[src/rtl/cpu_pkg.sv]
// Shared CPU front-end constants: instruction/address widths, reset PC and fetch stride.
package cpu_pkg;
   localparam int          INST_W      = 32;
   localparam int          ADDR_W      = 32;
   localparam logic [31:0] RESET_PC    = 32'h0000_0000;
   localparam logic [31:0] NOP_INST    = 32'hE1A0_0000; // mov r0,r0
   localparam int          WORD_STRIDE = 4;
endpackage

[src/rtl/inst_fifo.sv]
// Circular buffer of fetched {instruction, pc} words; registered head, no bypass.
// Pointers carry one extra wrap bit so full and empty are distinguishable.
module inst_fifo
   import cpu_pkg::*;
#(
   parameter int  DEPTH = 2,
   parameter int  W     = INST_W + ADDR_W,
   localparam int AW    = $clog2(DEPTH)
)(
   input  logic          clk_i,
   input  logic          reset_i,
   input  logic          push_i,
   input  logic          pop_i,
   input  logic          flush_i,
   input  logic [W-1:0]  wdata_i,
   output logic [W-1:0]  rdata_o,
   output logic [AW:0]   count_o,
   output logic          full_o,
   output logic          empty_o
);
   logic [W-1:0] r_mem [DEPTH];
   logic [AW:0]  r_wr_ptr;
   logic [AW:0]  r_rd_ptr;

   assign count_o = r_wr_ptr - r_rd_ptr;
   assign empty_o = (r_wr_ptr == r_rd_ptr);
   assign full_o  = (r_wr_ptr[AW] != r_rd_ptr[AW]) &&
                    (r_wr_ptr[AW-1:0] == r_rd_ptr[AW-1:0]);
   // Empty head reads as zero so stale entries never leak onto the outputs.
   assign rdata_o = empty_o ? '0 : r_mem[r_rd_ptr[AW-1:0]];

   always_ff @(posedge clk_i) begin
      if (reset_i || flush_i) begin
         r_wr_ptr <= '0;
         r_rd_ptr <= '0;
      end else begin
         if (push_i && (!full_o || pop_i)) begin
            r_mem[r_wr_ptr[AW-1:0]] <= wdata_i;
            r_wr_ptr                <= r_wr_ptr + 1'b1;
         end
         if (pop_i && !empty_o)
            r_rd_ptr <= r_rd_ptr + 1'b1;
      end
   end
endmodule

[src/rtl/inst_prefetch.sv]
// Fetch front end: PC generation, 1-cycle imem port, tagged instruction FIFO to decode.
// A taken branch flushes the FIFO, kills the in-flight response and refetches from the target.
module inst_prefetch #(
   parameter int                DEPTH    = 2,
   parameter int                ADDR_W   = cpu_pkg::ADDR_W,
   parameter logic [ADDR_W-1:0] RESET_PC = ADDR_W'(cpu_pkg::RESET_PC)
)(
   input  logic              clk_i,
   input  logic              reset_i,
   input  logic              branch_i,
   input  logic [ADDR_W-1:0] branch_target_i,
   output logic              imem_req_o,
   output logic [ADDR_W-1:0] imem_addr_o,
   input  logic [31:0]       imem_data_i,
   output logic              inst_valid_o,
   input  logic              inst_ready_i,
   output logic [31:0]       inst_o,
   output logic [ADDR_W-1:0] inst_pc_o
);
   import cpu_pkg::*;

   localparam int CW = $clog2(DEPTH);

   logic [ADDR_W-1:0]        r_pc;
   logic [ADDR_W-1:0]        r_req_addr;
   logic                     r_inflight;
   logic                     r_kill;
   logic                     w_pop;
   logic                     w_push;
   logic                     w_empty;
   logic                     w_full;
   logic [CW:0]              w_count;
   logic [CW+1:0]            w_occ;
   logic [INST_W+ADDR_W-1:0] w_rdata;
   logic                     w_unused_tgt;

   assign w_unused_tgt = ^branch_target_i[1:0];

   assign inst_valid_o = !w_empty;
   assign w_pop        = inst_valid_o && inst_ready_i && !branch_i && !reset_i;

   // Entries buffered plus the one in flight, net of this cycle's pop, must stay below DEPTH.
   assign w_occ        = {1'b0, w_count} + (CW+2)'(r_inflight) - (CW+2)'(w_pop);
   assign imem_req_o   = !reset_i && !branch_i && (w_occ < (CW+2)'(DEPTH));
   assign imem_addr_o  = r_pc;

   assign w_push = r_inflight && !r_kill && !branch_i && !reset_i && (!w_full || w_pop);

   always_ff @(posedge clk_i) begin
      if (reset_i) begin
         r_pc       <= RESET_PC;
         r_req_addr <= '0;
         r_inflight <= 1'b0;
         r_kill     <= 1'b0;
      end else begin
         r_inflight <= imem_req_o;
         r_kill     <= branch_i;
         r_req_addr <= r_pc;
         if (branch_i)
            r_pc <= {branch_target_i[ADDR_W-1:2], 2'b00};
         else if (imem_req_o)
            r_pc <= r_pc + ADDR_W'(WORD_STRIDE);
      end
   end

   inst_fifo #(
      .DEPTH (DEPTH),
      .W     (INST_W + ADDR_W)
   ) u_fifo (
      .clk_i   (clk_i),
      .reset_i (reset_i),
      .push_i  (w_push),
      .pop_i   (w_pop),
      .flush_i (branch_i),
      .wdata_i ({imem_data_i, r_req_addr}),
      .rdata_o (w_rdata),
      .count_o (w_count),
      .full_o  (w_full),
      .empty_o (w_empty)
   );

   assign inst_o    = w_rdata[INST_W+ADDR_W-1:ADDR_W];
   assign inst_pc_o = w_rdata[ADDR_W-1:0];
endmodule
[config.mk]
export PLATFORM = sky130hd
export DESIGN_NAME = inst_prefetch
export DESIGN_NICKNAME = d
export VERILOG_FILES = /design/src/rtl/cpu_pkg.sv /design/src/rtl/inst_fifo.sv /design/src/rtl/inst_prefetch.sv
export SDC_FILE = /design/constraint.sdc
export NUM_CORES = 1
export LEC_CHECK = 0
export BUFFER_PORTS_ARGS = -buffer_cell sky130_fd_sc_hd__buf_2
export CAP_MARGIN = 0
export CORE_ASPECT_RATIO = 0.8
export CORE_MARGIN = 2
export CORE_UTILIZATION = 35
export CTS_CLUSTER_DIAMETER = 80
export DETAILED_ROUTE_END_ITERATION = 16
export PLACE_DENSITY = 0.57
export SLEW_MARGIN = 25
export SYNTH_ARGS = -nofsm -noshare
export SYNTH_HDL_FRONTEND = slang
export SYNTH_SLANG_ARGS = --single-unit
[constraint.sdc]
create_clock -name clk_i -period 8.3 [get_ports clk_i]
set_clock_uncertainty 0.05 [all_clocks]
set_input_delay 0.83 -clock clk_i [delete_from_list [all_inputs] [get_ports clk_i]]
set_output_delay 0.83 -clock clk_i [all_outputs]
set_load 0.01 [all_outputs]
Word level (Yosys, flattened, before mapping):

Memories as Yosys holds them, arrays and structs flattened. A register that Yosys moved wholly into a read port is not among the register bits.
Cells that the tools add are included.

* register bits: 70
* bits in writable memories: 128
* bits of input ports: 68
* output and inout bits: 98
* word-level logic and storage cells: 47
* memories kept: 1

* add/subtract/negate cells: 6
* magnitude comparators: 1
* eq/ne operators: 3
* mux-type cells: 8
* reductions and logical operators: 21

Memories
* u_fifo.r_mem: words 2, bits a word 64, rd ports 1, clocked after Yosys merged registers in 1, write ports 1, RTL line inst_fifo.sv:21 `logic [W-1:0] r_mem [DEPTH];`

Operator list (count)
* 32-bit two-way mux: 2
* 64-bit two-way mux: 1
* 32-bit by 3-bit adder with 32-bit output (second input constant): 1
* 1-bit logical AND: 12
* 1-bit logical NOT: 5
* 1-bit two-way mux: 5
* 2-bit by 1-bit adder with 2-bit output (second input constant): 2
* 2-bit by 1-bit adder with 3-bit output: 1
* 3-bit by 2-bit < comparator with 1-bit output (second input constant): 1
* 3-bit by 1-bit subtractor with 3-bit output: 1
* 2-bit equality test: 1
* 1-bit logical OR: 2
* 2-bit nonzero test: 1
* 2-bit OR reduction: 1
* 2-bit subtractor: 1
* 1-bit equality test: 1
* 1-bit != test: 1

Longest topological paths before layout:

* word-level depth: 11
* mapped depth: 16
* gate-level depth less buffers: 14

Hierarchy:

A second synthesis with hierarchy kept.

* cells, all modules: 606
* area, all modules: 8255.4 um^2

By module, submodules not included
* inst_fifo: times used 1, cells an instance 304, area an instance 5549.1 um^2, seq. area each 3943.8 um^2
* inst_prefetch: times used 1, cells an instance 302, area an instance 2706.3 um^2, seq. area each 1241.2 um^2

Least setup slack after synthesis:

No wires, ideal clock.

* kind: in2reg
* start: input port branch_i
* end: memory u_fifo.r_mem[1][10] (netlist bit), enable pin
* setup time: 0.485 ns
* arrival: 3.959 ns
* required time: 7.765 ns
* slack: 3.806 ns
* stages: 3
* buffers on the path: 0
* cell sequence: nor2_1 o2111ai_1 nor2_1

* word-level cells in the longest chain between the ends: 9
* elaborated cells between the ends (all ways): 12
* those cells by class: mux: 3; reduce/logical: 9

RTL lines
* start: declaration: RTL line inst_prefetch.sv:10 `input logic branch_i,`
* 1-bit logical NOT: RTL line inst_prefetch.sv:40, inst_prefetch.sv:47
* 1-bit logical AND (2 in a row): RTL line inst_prefetch.sv:40 `assign w_pop = inst_valid_o && inst_ready_i && !branch_i && !reset_i;`
* 1-bit logical OR: RTL line inst_fifo.sv:37, inst_prefetch.sv:47
* 1-bit logical AND: RTL line inst_prefetch.sv:47 `assign w_push = r_inflight && !r_kill && !branch_i && !reset_i && (!w_full || w_pop);`
* 1-bit logical AND: RTL line inst_fifo.sv:37 `if (push_i && (!full_o || pop_i)) begin`
* 1-bit two-way mux: RTL line inst_fifo.sv:37
* 1-bit two-way mux *: RTL line inst_fifo.sv:33 `if (reset_i || flush_i) begin`
* 1-bit two-way mux (not written as such) *: RTL line inst_fifo.sv:38 `r_mem[r_wr_ptr[AW-1:0]] <= wdata_i;`
* end: declaration: RTL line inst_fifo.sv:21

Mark *: on every way between the ends. The rest lies on a longest branch, timed or not.

Final worst setup path:

* start: input port branch_i
* end: output port imem_req_o

* word-level cells in the longest chain between the ends: 6
* elaborated cells between the ends (all ways): 7
* those cells by class: add/sub: 1; order compare: 1; reduce/logical: 5

RTL lines
* 1-bit logical NOT *: RTL line inst_prefetch.sv:40, inst_prefetch.sv:44
* 1-bit logical AND (2 in a row): RTL line inst_prefetch.sv:40
* 3-bit by 1-bit subtractor with 3-bit output: RTL line inst_prefetch.sv:43 `assign w_occ = {1'b0, w_count} + (CW+2)'(r_inflight) - (CW+2)'(w_pop);`
* 3-bit by 2-bit < comparator with 1-bit output: RTL line inst_prefetch.sv:44 `assign imem_req_o = !reset_i && !branch_i && (w_occ < (CW+2)'(DEPTH));`
* 1-bit logical AND *: RTL line inst_prefetch.sv:44
* end: declaration: RTL line inst_prefetch.sv:12 `output logic imem_req_o,`

Marks and branches as above.

==> results by group <==
Run status
  – Run status: completed

Synthesis
  – Synth Area in Simple Gates: 0.137
  – Most used flip-flop cell after synthesis: edfxtp_1
  – Post-Synth Adder-Cell Area: 0.00762
  – Gate Count Post-Synth: 577
  – Sequential area share after synthesis: 0.671
  – Yosys cell types: 45
  – Synth top area cells: edfxtp_1, dfxtp_1, mux2i_1
  – Yosys warns: 0
  – Largest area contributor in the netlist: edfxtp_1
  – Compound-gate portion of the synthesized area: 0.0484
  – Avg Cell Area, Syn: 13.1 µm²
  – Largest family of logic cells by synthesized area: simple AND/OR/NAND/NOR gates
  – Post-synthesis xor/xnor area fraction: 0.0275
  – EDFF count, synth: 124
  – Synth Register Bits: 191
  – Post-synthesis mux area share: 0.0835
  – Ys async rst share: 0
  – Synth top area share: 0.493
  – Netlist Area Pre-Place: 7550 µm²

CTS
  – Total CTS buffers: 17
  – Hold_buf cts: 0
  – Clk buf depth: 2
  – Post-CTS Setup Bufs: 0
  – CTS tree: built
  – Skew-Pair Late Insertion Delay: 0.43 ns
  – Depth of the CTS H-tree: 4
  – Clock Pin Slew Worst Setup and Hold Paths: 0.07 ns
  – Post_cts resized: 0
  – Clk sink count: 191
  – Clock root cell: clkbuf_16

Final layout
  – Layout filler cell count: 2035
  – Area delta synth->final: 22.1%
  – Final core occ: 0.431
  – Inserted Diodes: 0
  – Finished Cell Area: 9220 µm²
  – Post-Layout Cell Count: 1016
  – Nets: 800
  – Layout cells sized above 1: 0.279

Global routing
  – Gr ovfl total: 0
  – Total track usage: 0.150
  – Vias in the first global route: 5046
  – Largest net degree at the start of global routing: 64
  – Number of antenna violations at the first check in global routing: 1
  – First-pass GRT wire length: 26.6 mm

Critical path
  – CP Cell Sequence: buf_2 > inv_1 > buf_4 > nand2_1 > nor2_1 > ha_1 > nand2b_1 > fa_1 > xnor2_1 > xnor2_2 > nand2_2 > nor2_1 > buf_2
  – Startpoint types: input port
  – CP arrival: 4.35 ns
  – WP data required: 7.42 ns
  – Slowest-stage cell, CP: xnor2_2
  – Worst Setup End Kind: primary output
  – Critical Path Max Stage Delay: 0.57 ns
  – Worst Setup Path Type: in -> out
  – Maximum fanout along the worst path: 50

Detailed routing
  – DRT antenna net count: 0
  – Final wirelength: 16.7 mm
  – DRC Markers: 0
  – Routed WL per cell: 16.4 µm
  – Via density: 4.88
  – Initial drt markers: 208
  – Vias after detailed routing: 4961
  – Pre-antenna DRT Iters: 4

STA
  – Final WS setup: 3.07 ns
  – Final hold vios: 0
  – Setup TNS: 0 ns
  – Unrepaired setup endpoints after global routing: false
  – Final setup violating endpoints: 0
  – Max-slew violations: 0
  – Worst Max-Slew Pin Slew: 0.888 ns
  – Final period util: 0.630
  – Achievable Freq: 0.191 GHz
  – Period minus WS final: 5.23 ns
  – Hold Slack: 0.381 ns
  – Worst rel slew slack: 0.408

Pwr
  – Leakage: 3.48 nW
  – Final Power: 1.96 mW
  – Peak VDD IR: 0.000110 V
  – Pwr Density: 212 nW/µm²

Place
  – Pre-CTS WS: 2.76 ns
  – Port Buffers: 159
  – Post-DP HPWL: 11.0 mm
  – Placer Congestion: 0.848
  – Placed cell count: 984
  – Placed cell area: 8610 µm²

Worst hold path
  – Min-Delay Path Class: reg -> reg

Job
  – Max Cap Viol: 0

Floorplan
  – Full die area: 22800 µm²
  – Die height: 135 µm
  – Num ports: 166
  – Initial cell density of the core: 0.353
  – Placeable Area: 21400 µm²
  – Row cnt: 48
  – Die width: 168 µm
cells in the final DEF (no fill, tap or decap), types with 3 or more instances in the layout:
| master | synthesis | routed |
|---|---|---|
| or3_1 | 11 | 11 |
| conb_1 | 1 | 4 |
| nand2_1 | 12 | 12 |
| nand4_2 | 3 | 3 |
| nor2b_1 | 29 | 29 |
| nor2_1 | 99 | 97 |
| clkinv_8 | 0 | 3 |
| inv_8 | 0 | 4 |
| nand4_1 | 13 | 13 |
| inv_6 | 0 | 3 |
| nand3_1 | 11 | 11 |
| o2111ai_1 | 5 | 5 |
| and2_1 | 4 | 3 |
| mux2i_1 | 63 | 63 |
| o21ai_0 | 12 | 12 |
| buf_2 | 2 | 158 |
| inv_1 | 7 | 7 |
| and4_1 | 4 | 4 |
| xor2_1 | 14 | 14 |
| and3_1 | 5 | 5 |
| a211oi_1 | 11 | 11 |
| ha_1 | 3 | 3 |
| clkbuf_16 | 0 | 17 |
| a311oi_1 | 11 | 11 |
| buf_4 | 4 | 5 |
| or4_1 | 3 | 3 |
| edfxtp_1 | 124 | 124 |
| dfxtp_1 | 67 | 66 |
| xnor2_1 | 6 | 6 |
metal layers:
| layer | vias to the layer above | GRT usage | routed length (µm) |
|---|---|---|---|
| li1 | 2403 | - | - |
| met1 | 2347 | 0.198 | 7840 |
| met2 | 190 | 0.239 | 7340 |
| met3 | 19 | 0.0491 | 1330 |
| met4 | 2 | 0.0412 | 159 |
| met5 | - | 0 | 9 |
worst max-delay path, delay by kind of cell:
| kind | cells | cell delay (ns) |
|---|---|---|
| simple gates | 5 | 1.28 |
| xor+xnor | 2 | 0.77 |
| buf+inv | 4 | 0.76 |
| fa+ha+maj | 2 | 0.71 |
cells by family after synthesis:
| logic type | after synthesis |
|---|---|
| other cells | 1 |
| buf+inv | 42 |
| compound gates | 50 |
| simple gates | 204 |
| mux | 63 |
| fa+ha+maj | 4 |
| flops | 191 |
| xor+xnor | 22 |
final timing paths:
check	slack (ns)	start	cells past startpoint	endpoint
worst max-delay path	3.07	branch_i	13	imem_req_o
worst min register to register	0.38	r_req_addr[7]	0	u_fifo.r_mem[0][7]
worst min-delay path	0.38	r_req_addr[7]	0	u_fifo.r_mem[0][7]
worst max register to register	4.03	u_fifo.r_wr_ptr[0]	14	imem_addr_o[19]
synthesized netlist by cell type (all sizes together) (12+ instances only):
library cell  number
o21ai             12
buf               13
mux2i             63
nand2             13
edfxtp           124
clkbuf            22
nand4             16
dfxtp             67
nor2b             29
nor2              99
xor2              14
registers in the layout, indices dropped and copies added, names as in the netlist, named ones only:
signal,cells
u_fifo.r_mem,124
imem_addr_o,30
r_req_addr,30
u_fifo.r_rd_ptr,2
u_fifo.r_wr_ptr,2
r_inflight,1
r_kill,1
power breakdown:
group / switching, mW / total, mW / internal [mW]
Clock: 0.401 / 0.813 / 0.411
Sequential: 0.0246 / 1.06 / 1.03
Combinational: 0.0492 / 0.0874 / 0.0382
area by class of cell:
class | count | area (µm²) | share of cell area
multi-input combinational | 347 | 2330 | 0.253
timing repair buffer | 164 | 848 | 0.0920
clock inverter | 15 | 176 | 0.0191
clock buffer | 17 | 425 | 0.0461
tap | 275 | 344 | 0.0373
inverter | 7 | 26.3 | 0.00285
sequential | 191 | 5070 | 0.550
Power figures use the tool's default switching activity.
